## config.mk

```make
export PLATFORM = sky130hd
export DESIGN_NAME = mode_speed_selector_flat
export DESIGN_NICKNAME = d
export VERILOG_FILES = /design/src/rtl/mode_speed_selector_pkg.sv /design/src/rtl/mode_speed_selector_if.sv /design/src/rtl/mode_speed_selector_button_debouncer.sv /design/src/rtl/mode_speed_selector.sv /design/src/flat_wrapper.sv
export SDC_FILE = /design/constraint.sdc
export NUM_CORES = 1
export LEC_CHECK = 0
export BUFFER_PORTS_ARGS = -buffer_cell sky130_fd_sc_hd__buf_2
export CELL_PAD_IN_SITES_DETAIL_PLACEMENT = 1
export CELL_PAD_IN_SITES_GLOBAL_PLACEMENT = 1
export CORE_MARGIN = 2
export CORE_UTILIZATION = 37
export DETAILED_ROUTE_END_ITERATION = 10
export PLACE_DENSITY_LB_ADDON = 0.1
export SLEW_MARGIN = 20
export SYNTH_ARGS = -nofsm -noshare
export SYNTH_HDL_FRONTEND = slang
export SYNTH_SLANG_ARGS = --single-unit
```

## constraint.sdc

```tcl
create_clock -name clk -period 2.4 [get_ports clk]
set_input_delay 0.48 -clock clk [delete_from_list [all_inputs] [get_ports clk]]
set_output_delay 0.48 -clock clk [all_outputs]
set_load 0.005 [all_outputs]
```

## src/rtl/mode_speed_selector_pkg.sv

```systemverilog
// Shared encodings, debounce FSM states and reset values for the mode/speed selector.
package mode_speed_selector_pkg;

  typedef enum logic [1:0] {
    MODE_NONE  = 2'b00,
    MODE_RULE1 = 2'b01,
    MODE_RULE2 = 2'b10,
    MODE_AUTO  = 2'b11
  } mode_t;

  typedef enum logic [1:0] {
    SPD_50M = 2'b00,
    SPD_1HZ = 2'b01,
    SPD_2HZ = 2'b10,
    SPD_4HZ = 2'b11
  } spd_t;

  typedef enum logic [1:0] {
    RELEASED,
    PRESS_WAIT,
    PRESSED,
    RELEASE_WAIT
  } db_state_t;

  localparam mode_t     MODE_RST    = MODE_NONE;
  localparam spd_t      SPD_RST     = SPD_1HZ;
  localparam logic      BTN_RST_LVL = 1'b1;
  localparam db_state_t DB_RST      = RELEASED;

  function automatic mode_t next_mode(input mode_t m);
    case (m)
      MODE_NONE:  return MODE_RULE1;
      MODE_RULE1: return MODE_RULE2;
      MODE_RULE2: return MODE_AUTO;
      default:    return MODE_NONE;
    endcase
  endfunction

  // 50 MHz sits after 4 Hz in the cycle so the slow rates come first after reset.
  function automatic spd_t next_spd(input spd_t s);
    case (s)
      SPD_1HZ: return SPD_2HZ;
      SPD_2HZ: return SPD_4HZ;
      SPD_4HZ: return SPD_50M;
      default: return SPD_1HZ;
    endcase
  endfunction

endpackage

```

## src/rtl/mode_speed_selector_if.sv

```systemverilog
// Button inputs and selector outputs of the mode/speed selector; master is the selector side.
interface mode_speed_selector_if;
  logic       btn_mode_n;
  logic       btn_speed_n;
  logic [1:0] mode;
  logic       clk_sw_1;
  logic       clk_sw_2;
  logic       upd;

  modport master (
    input  btn_mode_n, btn_speed_n,
    output mode, clk_sw_1, clk_sw_2, upd
  );

  modport slave (
    output btn_mode_n, btn_speed_n,
    input  mode, clk_sw_1, clk_sw_2, upd
  );
endinterface

```

## src/rtl/mode_speed_selector_button_debouncer.sv

```systemverilog
// Synchronizes and debounces one active-low button; press_ev is a one-cycle pulse per accepted press.
// Latency: press_ev is high in the cycle before edge N+2+DEBOUNCE_CYCLES; no backpressure.
module button_debouncer
  import mode_speed_selector_pkg::*;
#(
  parameter int unsigned DEBOUNCE_CYCLES = 1000000
) (
  input  logic clk,
  input  logic rst_n,
  input  logic btn_n,
  output logic press_ev
);

  localparam int unsigned   CW       = $clog2(DEBOUNCE_CYCLES + 1);
  localparam logic [CW-1:0] CNT_LAST = CW'(DEBOUNCE_CYCLES - 1);
  localparam logic [CW-1:0] CNT_MAX  = {CW{1'b1}};

  logic [1:0]    sync_q;
  logic          lvl;
  db_state_t     state_q, state_nxt;
  logic [CW-1:0] cnt_q, cnt_nxt;

  assign lvl = sync_q[1];

  always_ff @(posedge clk or negedge rst_n) begin
    if (!rst_n) begin
      sync_q  <= {2{BTN_RST_LVL}};
      state_q <= DB_RST;
      cnt_q   <= '0;
    end else begin
      sync_q  <= {sync_q[0], btn_n};
      state_q <= state_nxt;
      cnt_q   <= cnt_nxt;
    end
  end

  always_comb begin
    state_nxt = state_q;
    cnt_nxt   = cnt_q;
    case (state_q)
      RELEASED: begin
        if (!lvl) begin
          state_nxt = PRESS_WAIT;
          cnt_nxt   = '0;
        end
      end
      PRESS_WAIT: begin
        if (lvl) begin
          state_nxt = RELEASED;
        end else if (cnt_q == CNT_LAST) begin
          state_nxt = PRESSED;
        end else if (cnt_q != CNT_MAX) begin
          cnt_nxt = cnt_q + CW'(1);
        end
      end
      PRESSED: begin
        if (lvl) begin
          state_nxt = RELEASE_WAIT;
          cnt_nxt   = '0;
        end
      end
      RELEASE_WAIT: begin
        if (!lvl) begin
          state_nxt = PRESSED;
        end else if (cnt_q == CNT_LAST) begin
          state_nxt = RELEASED;
        end else if (cnt_q != CNT_MAX) begin
          cnt_nxt = cnt_q + CW'(1);
        end
      end
      default: begin
        state_nxt = RELEASED;
        cnt_nxt   = '0;
      end
    endcase
  end

  always_comb begin
    press_ev = 1'b0;
    if (state_q == PRESS_WAIT && !lvl && cnt_q == CNT_LAST) press_ev = 1'b1;
  end

endmodule

```

## src/rtl/mode_speed_selector.sv

```systemverilog
// Cycles mode and speed selections on debounced button presses; upd pulses the cycle after a change.
// Latency: output moves at edge N+2+DEBOUNCE_CYCLES of a press from edge N, upd one edge later; no backpressure.
module mode_speed_selector
  import mode_speed_selector_pkg::*;
#(
  parameter int unsigned DEBOUNCE_CYCLES = 1000000
) (
  input logic                  clk,
  input logic                  rst_n,
  mode_speed_selector_if.master bus
);

  logic  mode_ev;
  logic  speed_ev;
  mode_t mode_q;
  spd_t  spd_q;
  logic  ev_q;
  logic  upd_q;

  button_debouncer #(.DEBOUNCE_CYCLES(DEBOUNCE_CYCLES)) u_db_mode (
    .clk      (clk),
    .rst_n    (rst_n),
    .btn_n    (bus.btn_mode_n),
    .press_ev (mode_ev)
  );

  button_debouncer #(.DEBOUNCE_CYCLES(DEBOUNCE_CYCLES)) u_db_speed (
    .clk      (clk),
    .rst_n    (rst_n),
    .btn_n    (bus.btn_speed_n),
    .press_ev (speed_ev)
  );

  // ev_q marks the edge the selectors moved, so upd lands one edge after the change.
  always_ff @(posedge clk or negedge rst_n) begin
    if (!rst_n) begin
      mode_q <= MODE_RST;
      spd_q  <= SPD_RST;
      ev_q   <= 1'b0;
      upd_q  <= 1'b0;
    end else begin
      if (mode_ev)  mode_q <= next_mode(mode_q);
      if (speed_ev) spd_q  <= next_spd(spd_q);
      ev_q  <= mode_ev | speed_ev;
      upd_q <= ev_q;
    end
  end

  assign bus.mode     = mode_q;
  assign bus.clk_sw_1 = spd_q[1];
  assign bus.clk_sw_2 = spd_q[0];
  assign bus.upd      = upd_q;

endmodule

```

## src/flat_wrapper.sv

```systemverilog
// flat-port wrapper written by rule: the top's interface ports become plain ports
module mode_speed_selector_flat import mode_speed_selector_pkg::*;
#(
  parameter int unsigned DEBOUNCE_CYCLES = 1000000
)
  (clk, rst_n, bus_btn_mode_n, bus_btn_speed_n, bus_mode, bus_clk_sw_1, bus_clk_sw_2, bus_upd);
  mode_speed_selector_if bus_i ();
  input logic clk;
  input logic rst_n;
  input wire logic [$bits(bus_i.btn_mode_n)-1:0] bus_btn_mode_n;
  input wire logic [$bits(bus_i.btn_speed_n)-1:0] bus_btn_speed_n;
  output wire logic [$bits(bus_i.mode)-1:0] bus_mode;
  output wire logic [$bits(bus_i.clk_sw_1)-1:0] bus_clk_sw_1;
  output wire logic [$bits(bus_i.clk_sw_2)-1:0] bus_clk_sw_2;
  output wire logic [$bits(bus_i.upd)-1:0] bus_upd;
  assign bus_i.btn_mode_n = bus_btn_mode_n;
  assign bus_i.btn_speed_n = bus_btn_speed_n;
  assign bus_mode = bus_i.mode;
  assign bus_clk_sw_1 = bus_i.clk_sw_1;
  assign bus_clk_sw_2 = bus_i.clk_sw_2;
  assign bus_upd = bus_i.upd;
  mode_speed_selector #(.DEBOUNCE_CYCLES(DEBOUNCE_CYCLES)) u_core (.clk(clk), .rst_n(rst_n), .bus(bus_i));
endmodule
```

==> impl_metrics.env <==
export IMPL_multi_input_area_mm2=0.00164
export IMPL_die_h_um=96.0
export IMPL_p_leak_nw=1.58
export IMPL_cp_required_ns=2.60
export IMPL_worst_pin_slew_ns=0.640
export IMPL_cts_buffers=5
export IMPL_setup_viol=0
export IMPL_comb_power_share_pct=8.7
export IMPL_yosys_cell_types_count=61
export IMPL_drv_slew=0
export IMPL_cts_sinks=54
export IMPL_cp_end_kind="register"
export IMPL_cts_setup_buffers=0
export IMPL_p_per_area_mw_per_mm2=519
export IMPL_io_pins=9
export IMPL_swShare_pct=25.9
export IMPL_syn_area_mm2=0.00313
export IMPL_grt_max_degree=31
export IMPL_cp_slowest_cell="or4_4"
export IMPL_cpPeakStageDelay_ns=0.47
export IMPL_first_pass_iters=4
export IMPL_status="complete, no violations"
export IMPL_hold_viol_final=0
export IMPL_post_route_period_util_pct=93.6
export IMPL_cts_tree="built"
export IMPL_ctsRootBufferMaster="clkbuf_8"
export IMPL_post_route_util_pct=42.2
export IMPL_rows=33
export IMPL_p_int_w=0.00133
export IMPL_layout_commonest_cell="dfrtp_1"
export IMPL_async_flop_share_pct=100
export IMPL_worstSetupPathType="reg -> reg"
export IMPL_path_clk_slew_ns=0.10
export IMPL_avgViaCountPerCell=5.95
export IMPL_setup_tns_ns=0
export IMPL_drive_gt1_share_pct=15.5
export IMPL_finClkSkew_ns=0.00892
export IMPL_gp_routability_congestion=0.753
export IMPL_max_cap_violations=0
export IMPL_grt_pass1_vias=2611
export IMPL_core_area_mm2=0.00822
export IMPL_fmax_mhz=445
export IMPL_antenna_cells=0
export IMPL_synth_avg_cell_area_um2=9.73
export IMPL_dp_hpwl_um=5770
export IMPL_pwr_share_clk_pct=34.9
export IMPL_pwr_share_seq_pct=56.4
export IMPL_relSlewSlack_pct=57.3
export IMPL_syn_to_final_growth_pct=10.6
export IMPL_antenna_found_initial=0
export IMPL_nets=350
export IMPL_rsz0062_at_grt="false"
export IMPL_start_util_pct=38.1
export IMPL_path_max_fanout=5
export IMPL_max_vdd_ir_drop_v=0.000268
export IMPL_clock_latency_ns=0.31
export IMPL_crit_buf_inv=0
export IMPL_wl_per_cell_um=18.0
export IMPL_dr_first_iter_drc_count=91
export IMPL_h_tree_depth=2
export IMPL_hold_path_class="in -> async"
export IMPL_drc=0
export IMPL_seq_area_mm2=0.00136
export IMPL_die_area_mm2=0.00922
export IMPL_synth_flop_cell="dfrtp_1"
export IMPL_ys_ff_latch=54
export IMPL_wirelength_um=8010
export IMPL_layout_common_cells="49 x dfrtp_1, 38 x nand2_1, 19 x buf_4, 17 x nor2_1, 16 x and3_1"
export IMPL_r2r_slack_ns=0.15
export IMPL_postCtsHoldBufs=0
export IMPL_overflow=0
export IMPL_grt_pass1_wl_um=13300
export IMPL_cp_top_family="simple AND/OR/NAND/NOR gates"
export IMPL_antenna_left=0
export IMPL_die_x_um=96.0
export IMPL_p_sw_w=0.000466
export IMPL_ys_warn_count=0
export IMPL_start_kind="register"
export IMPL_grt_total_usage_pct=18.8
export IMPL_ctsResizeCount=0
export IMPL_fillers=924
export IMPL_io_buffers=8
export IMPL_synth_fp_nets=332
export IMPL_synthCells=322
export IMPL_synth_seq_area_share_pct=43.3
export IMPL_critical_path_arrival_ns=2.45
export IMPL_vias=2652
export IMPL_synth_edf_count=0
export IMPL_crit_chain="ha_1, nand3_1, or2_1, or4_4, o21ai_4, mux2_2"
export IMPL_cts_path_max_buffers=2
export IMPL_whs_ns=0.179
export IMPL_min_period_ns=2.25
[worst paths after layout]
check,from,end,depth (start not counted)
max,u_core.u_db_mode.cnt_q[0],u_core.u_db_mode.cnt_q[0],6
min,rst_n,u_core.u_db_mode.cnt_q[5],1
max reg2reg,u_core.u_db_mode.cnt_q[0],u_core.u_db_mode.cnt_q[0],6
min reg2reg,u_core.ev_q,u_core.bus.upd,0
max in group asynchronous,rst_n,u_core.u_db_speed.sync_q[0],2
min in group clk,bus_btn_mode_n,u_core.u_db_mode.sync_q[0],1
[layer usage]
layer  vias to the layer above  global-route usage, %  share of wire [%]
li1                       1267                      -                  -
met1                      1348                   22.4                 44
met2                        24                   34.4                 52
met3                        13                   2.74                1.8
met4                         0                   6.19                2.1
met5                         -                      0                  0
[synth_stat cells (all sizes together) (2+ instances only)]
cell type,number,area share [%]
dfrtp,49,39
nand2,38,4.6
nor2,17,2.0
and3,16,3.2
nand3,15,2.4
a211o,12,3.4
inv,11,1.4
nor4,11,2.4
o21ai,10,2.3
nand4,9,1.8
a22o,8,2.2
buf,8,2.2
clkbuf,8,1.0
nor4b,8,2.2
and4,7,2.0
ha,6,2.4
nor3,6,0.96
a21oi,5,0.80
a221o,5,1.6
dfstp,5,4.2
mux2i,5,1.6
o41ai,5,1.4
a2bb2oi,4,1.1
and2,4,0.80
mux2,4,1.4
nand4b,4,1.1
a211oi,3,0.72
nand2b,3,0.60
o2bb2ai,3,0.84
o31ai,3,0.72
or2,3,0.60
a21o,2,0.48
a31oi,2,0.40
nand3b,2,0.48
nor2b,2,0.40
o22ai,2,0.40
or3,2,0.40
xor2,2,0.56
[cells by family (layout without fill, tap and decap cells)]
family / after synthesis / after routing / share of synthesized area, %
buffers and inverters: 27 / 46 / 4.55
AND/OR/NAND/NOR: 154 / 154 / 28.1
XOR/XNOR: 2 / 2 / 0.559
multiplexers: 9 / 9 / 3.03
adder cells (fa/ha/maj): 6 / 6 / 2.40
flip-flops: 54 / 54 / 43.3
AO/OA/AOI/OAI: 70 / 70 / 18.0
[sequential cells by signal, summed over array words and instances (netlist names), named ones only]
name,cells
u_core.u_db_mode.cnt_q,20
u_core.u_db_speed.cnt_q,20
u_core.u_db_speed.sync_q,2
u_core.u_db_mode.sync_q,2
u_core.bus.mode,2
u_core.spd_q,2
u_core.bus.upd,1
u_core.u_db_speed.state_q,1
u_core.ev_q,1
u_core.u_db_mode.state_q,1
[cell type report]
class	count	area share [%]
multi-input cells	241	47.3
flip-flops and latches	54	39.2
repair buffers	27	5.27
well taps	105	3.79
clock buffers	6	2.09
inverters	11	1.26
clock inverters	2	1.08
[power groups by stage]
stage | clock network (W) | registers (W) | logic [W]
detailed placement | 0 | 0.00103 | 0.000161
floorplan | 0 | 0.00102 | 0.000109
global placement | 0 | 0.00103 | 0.000159
global route | 0.000675 | 0.00102 | 0.000183
finish | 0.000628 | 0.00101 | 0.000157
CTS | 0.000655 | 0.00102 | 0.000162
[per-stage QoR]
stage | setup slack, ns | cell area [um^2] | total power [W] | instances
floorplan | 0.275 | 3130 | 0.00113 | 322
global placement | 0.254 | 3350 | 0.00119 | 438
detailed placement | 0.176 | 3350 | 0.00119 | 438
CTS | 0.145 | 3460 | 0.00183 | 446
global route | 0.0255 | 3470 | 0.00188 | 446
finish | 0.155 | 3470 | 0.00180 | 446
(Power assumes the default switching activity.)
